### config.mk
export PLATFORM = sky130hd
export DESIGN_NAME = lcd_bus_driver
export DESIGN_NICKNAME = d
export VERILOG_FILES = /design/src/rtl/lcd_pkg.sv /design/src/rtl/lcd_bus_driver_timer.sv /design/src/rtl/lcd_bus_driver.sv
export SDC_FILE = /design/constraint.sdc
export NUM_CORES = 1
export LEC_CHECK = 0
export ABC_AREA = 1
export CORE_UTILIZATION = 52
export DETAILED_ROUTE_END_ITERATION = 6
export PLACE_DENSITY = 0.75
export RECOVER_POWER = 50
export SLEW_MARGIN = 40
export SYNTH_ARGS = -nofsm -noshare
export SYNTH_HDL_FRONTEND = slang
export SYNTH_HIERARCHICAL = 1
export SYNTH_SLANG_ARGS = --single-unit
### constraint.sdc
create_clock -name iCLK -period 2.77 [get_ports iCLK]
set_clock_uncertainty 0.05 [all_clocks]
set_input_delay 0.554 -clock iCLK [delete_from_list [all_inputs] [get_ports iCLK]]
set_output_delay 0.554 -clock iCLK [all_outputs]
set_load 0.02 [all_outputs]
### src/rtl/lcd_pkg.sv
// Shared definitions for the HD44780 byte-write driver: state encoding,
// default timing in 50 MHz clock cycles, and the exec-time classifier.
package lcd_pkg;

    typedef enum logic [2:0] {
        IDLE  = 3'd0,
        SETUP = 3'd1,
        PULSE = 3'd2,
        HOLD  = 3'd3,
        EXEC  = 3'd4,
        DONE  = 3'd5
    } lcdState_t;

    localparam int T_SETUP_DEF      = 4;
    localparam int T_EN_DEF         = 16;
    localparam int T_HOLD_DEF       = 2;
    localparam int T_EXEC_SHORT_DEF = 2500;
    localparam int T_EXEC_LONG_DEF  = 100000;

    // Clear display (0x01) and return home (0x02/0x03) need the long wait.
    function automatic logic is_long_cmd(input logic rs, input logic [7:0] data);
        return !rs && (data == 8'h01 || data == 8'h02 || data == 8'h03);
    endfunction

    function automatic int maxCycles(input int a, input int b, input int c,
                                     input int d, input int e);
        int m;
        m = a;
        if (b > m) m = b;
        if (c > m) m = c;
        if (d > m) m = d;
        if (e > m) m = e;
        return m;
    endfunction

endpackage

### src/rtl/lcd_bus_driver_timer.sv
// Loadable down-counter shared by every timed phase of the LCD driver.
// Counts toward zero and parks there; oZero flags the last cycle of a phase.
module lcd_timer #(
    parameter int W = 18
) (
    input  logic         iCLK,
    input  logic         iRST_N,
    input  logic         iLoad,
    input  logic [W-1:0] iLoadValue,
    output logic         oZero
);

    localparam logic [W-1:0] ONE = W'(1);

    logic [W-1:0] count;

    always_ff @(posedge iCLK or negedge iRST_N) begin
        if (!iRST_N) begin
            count <= '0;
        end else if (iLoad) begin
            count <= iLoadValue;
        end else if (count != '0) begin
            count <= count - ONE;
        end
    end

    assign oZero = (count == '0);

endmodule

### src/rtl/lcd_bus_driver.sv
// HD44780 write-only bus driver: one byte per start edge, with setup, enable
// pulse, hold and command-execution wait generated locally.
module lcd_bus_driver
    import lcd_pkg::*;
#(
    parameter int T_SETUP_CYC      = T_SETUP_DEF,
    parameter int T_EN_CYC         = T_EN_DEF,
    parameter int T_HOLD_CYC       = T_HOLD_DEF,
    parameter int T_EXEC_SHORT_CYC = T_EXEC_SHORT_DEF,
    parameter int T_EXEC_LONG_CYC  = T_EXEC_LONG_DEF
) (
    input  logic       iCLK,
    input  logic       iRST_N,
    input  logic [7:0] iDATA,
    input  logic       iRS,
    input  logic       iStart,
    output logic       oDone,
    output logic       oBusy,
    output logic [7:0] LCD_DATA,
    output logic       LCD_RW,
    output logic       LCD_EN,
    output logic       LCD_RS
);

    localparam int MAX_CYC = maxCycles(T_SETUP_CYC, T_EN_CYC, T_HOLD_CYC,
                                       T_EXEC_SHORT_CYC, T_EXEC_LONG_CYC);
    localparam int CNT_W   = $clog2(MAX_CYC) + 1;

    // The timer is loaded with (duration - 1) so a phase lasts exactly its count.
    localparam logic [CNT_W-1:0] LOAD_SETUP = CNT_W'(T_SETUP_CYC - 1);
    localparam logic [CNT_W-1:0] LOAD_EN    = CNT_W'(T_EN_CYC - 1);
    localparam logic [CNT_W-1:0] LOAD_HOLD  = CNT_W'(T_HOLD_CYC - 1);
    localparam logic [CNT_W-1:0] LOAD_SHORT = CNT_W'(T_EXEC_SHORT_CYC - 1);
    localparam logic [CNT_W-1:0] LOAD_LONG  = CNT_W'(T_EXEC_LONG_CYC - 1);

    lcdState_t        state;
    lcdState_t        nextState;
    logic             startQ;
    logic             accept;
    logic             isLong;
    logic             timerLoad;
    logic [CNT_W-1:0] timerValue;
    logic             timerZero;

    // startQ resets high so a start already asserted at reset release is ignored.
    assign accept = (state == IDLE) && iStart && !startQ;

    always_ff @(posedge iCLK or negedge iRST_N) begin
        if (!iRST_N) begin
            state    <= IDLE;
            startQ   <= 1'b1;
            LCD_DATA <= 8'h00;
            LCD_RS   <= 1'b0;
            isLong   <= 1'b0;
        end else begin
            state  <= nextState;
            startQ <= iStart;
            if (accept) begin
                LCD_DATA <= iDATA;
                LCD_RS   <= iRS;
                isLong   <= is_long_cmd(iRS, iDATA);
            end
        end
    end

    always_comb begin
        nextState  = state;
        timerLoad  = 1'b0;
        timerValue = '0;
        case (state)
            IDLE: begin
                if (accept) begin
                    nextState  = SETUP;
                    timerLoad  = 1'b1;
                    timerValue = LOAD_SETUP;
                end
            end
            SETUP: begin
                if (timerZero) begin
                    nextState  = PULSE;
                    timerLoad  = 1'b1;
                    timerValue = LOAD_EN;
                end
            end
            PULSE: begin
                if (timerZero) begin
                    nextState  = HOLD;
                    timerLoad  = 1'b1;
                    timerValue = LOAD_HOLD;
                end
            end
            HOLD: begin
                if (timerZero) begin
                    nextState  = EXEC;
                    timerLoad  = 1'b1;
                    timerValue = isLong ? LOAD_LONG : LOAD_SHORT;
                end
            end
            EXEC: begin
                if (timerZero) begin
                    nextState = DONE;
                end
            end
            DONE: begin
                nextState = IDLE;
            end
            default: begin
                nextState = IDLE;
            end
        endcase
    end

    lcd_timer #(
        .W(CNT_W)
    ) uTimer (
        .iCLK      (iCLK),
        .iRST_N    (iRST_N),
        .iLoad     (timerLoad),
        .iLoadValue(timerValue),
        .oZero     (timerZero)
    );

    // Strobes decode straight from state so reset drops EN immediately.
    assign LCD_EN = (state == PULSE);
    assign oBusy  = (state != IDLE);
    assign oDone  = (state == DONE);
    assign LCD_RW = 1'b0;

endmodule

# ---- Word-level counts from Yosys, hierarchy flattened
# Index checks and enable logic that the tools add are counted.
dict set report totals {
  input_bits 12
  output_inout_bits 13
  word_cells 51
  reg_bits 32
}
dict set report classes {
  n_eq_ne 13
  n_reduce_logical 14
  addsub 1
  muxes 17
}
# operator n
set ops {}
lappend ops {{17-bit case mux with 4 select lines} 1}
lappend ops {{18-bit two-way mux} 2}
lappend ops {{17-bit two-way mux} 2}
lappend ops {{18-bit zero test} 1}
lappend ops {{18-bit nonzero test} 1}
lappend ops {{18-bit by 1-bit subtractor with 18-bit output (second input constant)} 1}
lappend ops {{8-bit by 2-bit == test with 1-bit output (second input constant)} 2}
lappend ops {{3-bit two-way mux} 5}
lappend ops {{3-bit case mux with 5 select lines} 1}
lappend ops {{8-bit by 1-bit == test with 1-bit output (second input constant)} 1}
lappend ops {{2-bit != test (second input constant)} 4}
lappend ops {{3-bit by 2-bit == test with 1-bit output (second input constant)} 2}
lappend ops {{3-bit == test (second input constant)} 2}
lappend ops {{5-bit AND reduction} 1}
lappend ops {{4-bit two-way mux} 1}
lappend ops {{3-bit by 1-bit == test with 1-bit output (second input constant)} 1}
lappend ops {{1-bit logical AND} 3}
lappend ops {{3-bit zero test} 1}
lappend ops {{1-bit two-way mux} 3}
lappend ops {{3-bit nonzero test} 1}
lappend ops {{3-bit OR reduction} 1}
lappend ops {{1-bit zero test} 2}
lappend ops {{1-bit logical OR} 2}
lappend ops {{2-bit two-way mux} 1}
lappend ops {{3 further kinds} 3}

# ---- Depth between registers and ports, before layout
dict set report depth {
  ltp_word 6
  depth_mapped 14
  ltp_nobuf 14
}

# ---- Hierarchy
# The synthesis kept the hierarchy.
# module seq_area_each_um2 area_per_inst_um2 n_inst cells_each
set modules_own_cells {}
lappend modules_own_cells {lcd_timer 450.4 1239.9 1 180}
lappend modules_own_cells {lcd_bus_driver 351.6 775.7 1 96}

# ---- Worst setup path after synthesis
# No wires, ideal clock.
dict set report synth_timing {
  path_kind {register to register}
  start {reg uTimer.count[0]}
  end {reg uTimer.count[4]}
  path_stages_with_launch 13
  n_path_buf 1
  period_less_slack_ps 2420
  arrival_ps 2250
  t_required_ps 2600
  setup_time_ps 120
  setup_slack_ps 350
  path_cell_list {dfrtp_1 -> inv_1 -> ha_1 -> nand2_4 -> nor2_8 -> nand4_1 -> nor2_2 -> inv_1 -> o31ai_1 -> inv_2 -> buf_2 -> o21ai_0 -> nor2_1}
}
dict set report synth_via {
  elab_chain_cells 4
  word_cells_on_any_way 10
  classes_between {1 x add/sub; 6 x mux; 3 x reduce/logical}
}
# element line_no
set synth_rtl {}
lappend synth_rtl {{start, declared} lcd_bus_driver_timer.sv:15} ;# logic [W-1:0] count;
lappend synth_rtl {{start signal, assigned} lcd_bus_driver_timer.sv:21} ;# count <= iLoadValue;
lappend synth_rtl {{start signal, assigned} lcd_bus_driver_timer.sv:23} ;# count <= count - ONE;
lappend synth_rtl {{18-bit zero test (*)} lcd_bus_driver_timer.sv:27} ;# assign oZero = (count == '0);
lappend synth_rtl {{net timerZero} lcd_bus_driver.sv:43} ;# logic timerZero;
lappend synth_rtl {{1-bit two-way mux (*)} {lcd_bus_driver.sv:79, lcd_bus_driver.sv:86, lcd_bus_driver.sv:93}}
lappend synth_rtl {{1-bit case mux with 2 select lines (*)} lcd_bus_driver.sv:70} ;# case (state)
lappend synth_rtl {{net timerLoad} lcd_bus_driver.sv:41} ;# logic timerLoad;
lappend synth_rtl {{18-bit two-way mux / 2-bit nonzero test (equally long branches)} --}
# The timed path passes the listed nets; every way through them passes the cells marked *. The select of a mux whose other input is x is not followed.
# A chain may end at the register's enable or synchronous reset.

# ---- Worst setup path after layout
dict set report layout_timing {
  start {reg uTimer.count[0]}
  end {reg uTimer.count[0]}
}
# Same word-level chain as after synthesis.

==> flow_summary_export.csv <==
group,metric,value,unit
detailed_routing,via_per_inst,5.02,
cells_and_area,multi_input_gate_area_in_the_final_layout,1060,sq um
setup_path,buf_inv_on_cp,3,
logic_synthesis,postSynthRegisterBits,32,
logic_synthesis,syn-instance-count,276,
detailed_routing,highest-signal-layer,"met4",
floorplan,full_die_area,4130,sq um
cells_and_area,drive_gt1_frac,0.129,
floorplan,ios,25,
detailed_routing,met2_wirelength_from_detailed_routing,1970,um
logic_synthesis,synth_top_cell_by_area,"dfrtp_1",
global_routing,globalRouteTotalUtil,0.238,
logic_synthesis,synthDominantCellAreaShare,0.385,
cells_and_area,nets,321,
logic_synthesis,synth-main-ff-cell,"dfrtp_1",
placement,place.detailed.hpwl,3000,um
detailed_routing,vias_after_detailed_routing,1793,
timing,finalHoldViolations,0,
clock_network,cts_tree,"built",
cells_and_area,n_antenna_cell,0,
logic_synthesis,synth_enable_flop_cells,0,
logic_synthesis,yosysWarnings,6,
logic_synthesis,asyncSetResetFlopFracSynth,1.00,
placement,dp_worst_setup_slack,0.274,ns
floorplan,floorplan.die.width,64.3,um
timing,grt_setup_unrepaired,"false",
setup_path,cpLargestDelayFamily,"simple AND/OR/NAND/NOR gates",
clock_network,cts_max_level,2,
timing,timing.fmax,406,MHz
timing,final_critical_path_setup_slack,0.307,ns
power_and_ir_drop,power.ir.vdd_worst,0.000582,V
min_path,path_class_of_the_lowest_slack_min_delay_path,"register to register",
detailed_routing,route.layer.met1.wl,1880,um
logic_synthesis,post_synth_instance_area,2020,sq um
cells_and_area,final.fill_count,344,
setup_path,cpPeakStageDelay,0.38,ns
placement,gp_routability_congestion,0.849,
detailed_routing,drt-initial-drc-count,114,
run_status,failed_checks,"capacitance limit, slew limit",
setup_path,cp_max_stage_cell,"dfrtp_1",
timing,max_slew.worst_pin.slew,1.71,ns
setup_path,timing.critical_path.required,2.92,ns
clock_network,cts_sinks,32,
setup_path,timing.critical_path.fanout_max,21,
floorplan,area_of_the_core,3690,sq um
global_routing,grt_max_degree,33,
logic_synthesis,synth.most_common_cell,"nand2_1",
timing,timing_max_transition_violations_final,33,
global_routing,grt_first_pass_wirelength,7450,um
detailed_routing,drt-wirelength-per-cell,11.6,um
cells_and_area,utilization_of_the_core_after_routing,0.662,
floorplan,chipHeight,64.3,um
timing,hold_slack,0.434,ns
timing,maxSlewHeadroom,-0.139,
clock_network,clk_root_buffer_cell,"clkbuf_8",
setup_path,worst_ep_arrival_time,2.61,ns
detailed_routing,wirelength,4120,um
timing,timing.final.setup_violations,0,
setup_path,cp_cell_sequence,"inv_1 > ha_1 > nand2_4 > nor2_8 > nand4_1 > nor2_4 > inv_1 > o31ai_4 > buf_6 > nand2_1 > o21ai_0 > nand2_1 > o21ai_1",
power_and_ir_drop,static_leakage_power,1.22,nW
global_routing,globalRoute.totalOverflow,0,
detailed_routing,met3RoutedLength,223,um
clock_network,insertion_delay,0.29,ns
floorplan,start_util,0.546,
detailed_routing,drt_pass1_iterations,4,
logic_synthesis,synth_cell_types,33,
setup_path,startpoint_type,"register",
power_and_ir_drop,cellPowerDensity,1060,nW/um^2
logic_synthesis,netlist_top_cells_area,"dfrtp_1 38%, nand2_1 14%, nor2_1 6.3%, inv_1 6.0%, nand3_1 5.2%",
clock_network,cts_made_buffers,5,
global_routing,number_of_antenna_violations_at_the_first_check_in_global_routing,0,
placement,port-buffer-count,23,
cells_and_area,area.sequential,802,sq um
timing,setup-tns-final,0,ns
cells_and_area,area.growth.synth_to_final,21.1,%
clock_network,clock_path_buffers,2,
logic_synthesis,netlist_top_cells_count,"76 x nand2_1, 34 x nor2_1, 32 x inv_1, 31 x dfrtp_1, 21 x nand3_1",
run_status,run_status,"complete, but fails checks",
logic_synthesis,synth.yosys.seq_area_share,0.398,
setup_path,cp-end-kind,"register",
logic_synthesis,syn_avg_cell_area,7.30,sq um
job,drv_cap,1,
floorplan,placementRows,22,
detailed_routing,route.detailed.drc,0,
global_routing,grt_pass1_vias,1746,
timing,min_period_over_period,0.889,
detailed_routing,ant_nets,0,
timing,post-route-min-period,2.46,ns
clock_network,clk_transition_reported_paths,0.07,ns
setup_path,path_class,"register to register",
==> worst register-to-register path: stages, from the launching register on <==
cell     delay [ns]
dfrtp_1        0.38
inv_1          0.11
ha_1           0.27
nand2_4        0.10
nor2_8         0.18
nand4_1        0.15
nor2_4         0.16
inv_1          0.12
o31ai_4        0.31
buf_6          0.24
nand2_1        0.07
o21ai_0        0.08
nand2_1        0.08
o21ai_1        0.10
==> final timing paths <==
check                                start               end  slack, ns  cells after the start
hold reg to reg                LCD_DATA[4]       LCD_DATA[4]       0.43                      2
setup reg to reg           uTimer/count[0]   uTimer/count[0]       0.31                     13
min in group asynchronous           iRST_N  uTimer/count[11]       1.20                      2
setup / recovery           uTimer/count[0]   uTimer/count[0]       0.31                     13
max in group asynchronous           iRST_N          state[0]       0.48                      2
hold / removal                 LCD_DATA[4]       LCD_DATA[4]       0.43                      2
==> per-stage QoR <==
step / cells / area [sq um] / total power [mW]
6_report: 357 / 2440 / 2.59
5_1_grt: 357 / 2440 / 2.82
4_1_cts: 357 / 2440 / 2.61
3_5_place_dp: 349 / 2310 / 2.11
3_3_place_gp: 349 / 2310 / 2.09
2_1_floorplan: 281 / 2030 / 1.75
==> report_power, final <==
group	internal (mW)	switching, mW
clock network	0.317	0.174
logic	0.484	0.750
registers	0.669	0.200
total	1.47	1.12
==> layer usage <==
layer / vias to the layer above / GRT usage
li1: 934 / -
met1: 811 / 0.290
met2: 43 / 0.396
met3: 5 / 0.0643
met4: 0 / 0.0917
met5: - / 0
==> cells by family after synthesis <==
kind of cell             synth area share
AO/OA/AOI/OAI                       0.126
XOR/XNOR                          0.00435
adder cells (fa/ha/maj)           0.00621
buffers and inverters              0.0881
flip-flops                          0.398
other                             0.00186
AND/OR/NAND/NOR                     0.376
==> final cells by class <==
class / count / share of cell area
clock buffer: 7 / 0.0395
sequential: 32 / 0.329
tap: 48 / 0.0246
multi-input combinational: 207 / 0.436
timing repair buffer: 26 / 0.103
clock inverter: 1 / 0.0123
inverter: 36 / 0.0564
==> state kept, by name, summed over array words and instances (netlist names) <==
name / cells
isLong: 1
uTimer/count: 18
startQ: 1
LCD_DATA: 8
state: 3
LCD_RS: 1
==> cell usage in the layout (no fill, tap or decap), types with 3 or more instances in the layout <==
cell / count
nand2_1: 76
nor2_1: 33
inv_1: 32
dfrtp_1: 31
nand3_1: 21
clkdlybuf4s50_1: 21
o21ai_0: 15
a21oi_1: 14
clkbuf_8: 7
o21ai_2: 6
conb_1: 6
o21ai_1: 6
nor2_4: 5
nor2_2: 4
nor3_1: 3
inv_2: 3
==> repair_timing <==
action	4_1_cts	5_1_grt
gates resized for setup	0	5
setup buffers	0	0
setup endpoints to repair	0	12
hold buffers	0	0
Power figures use the tool's default switching activity.
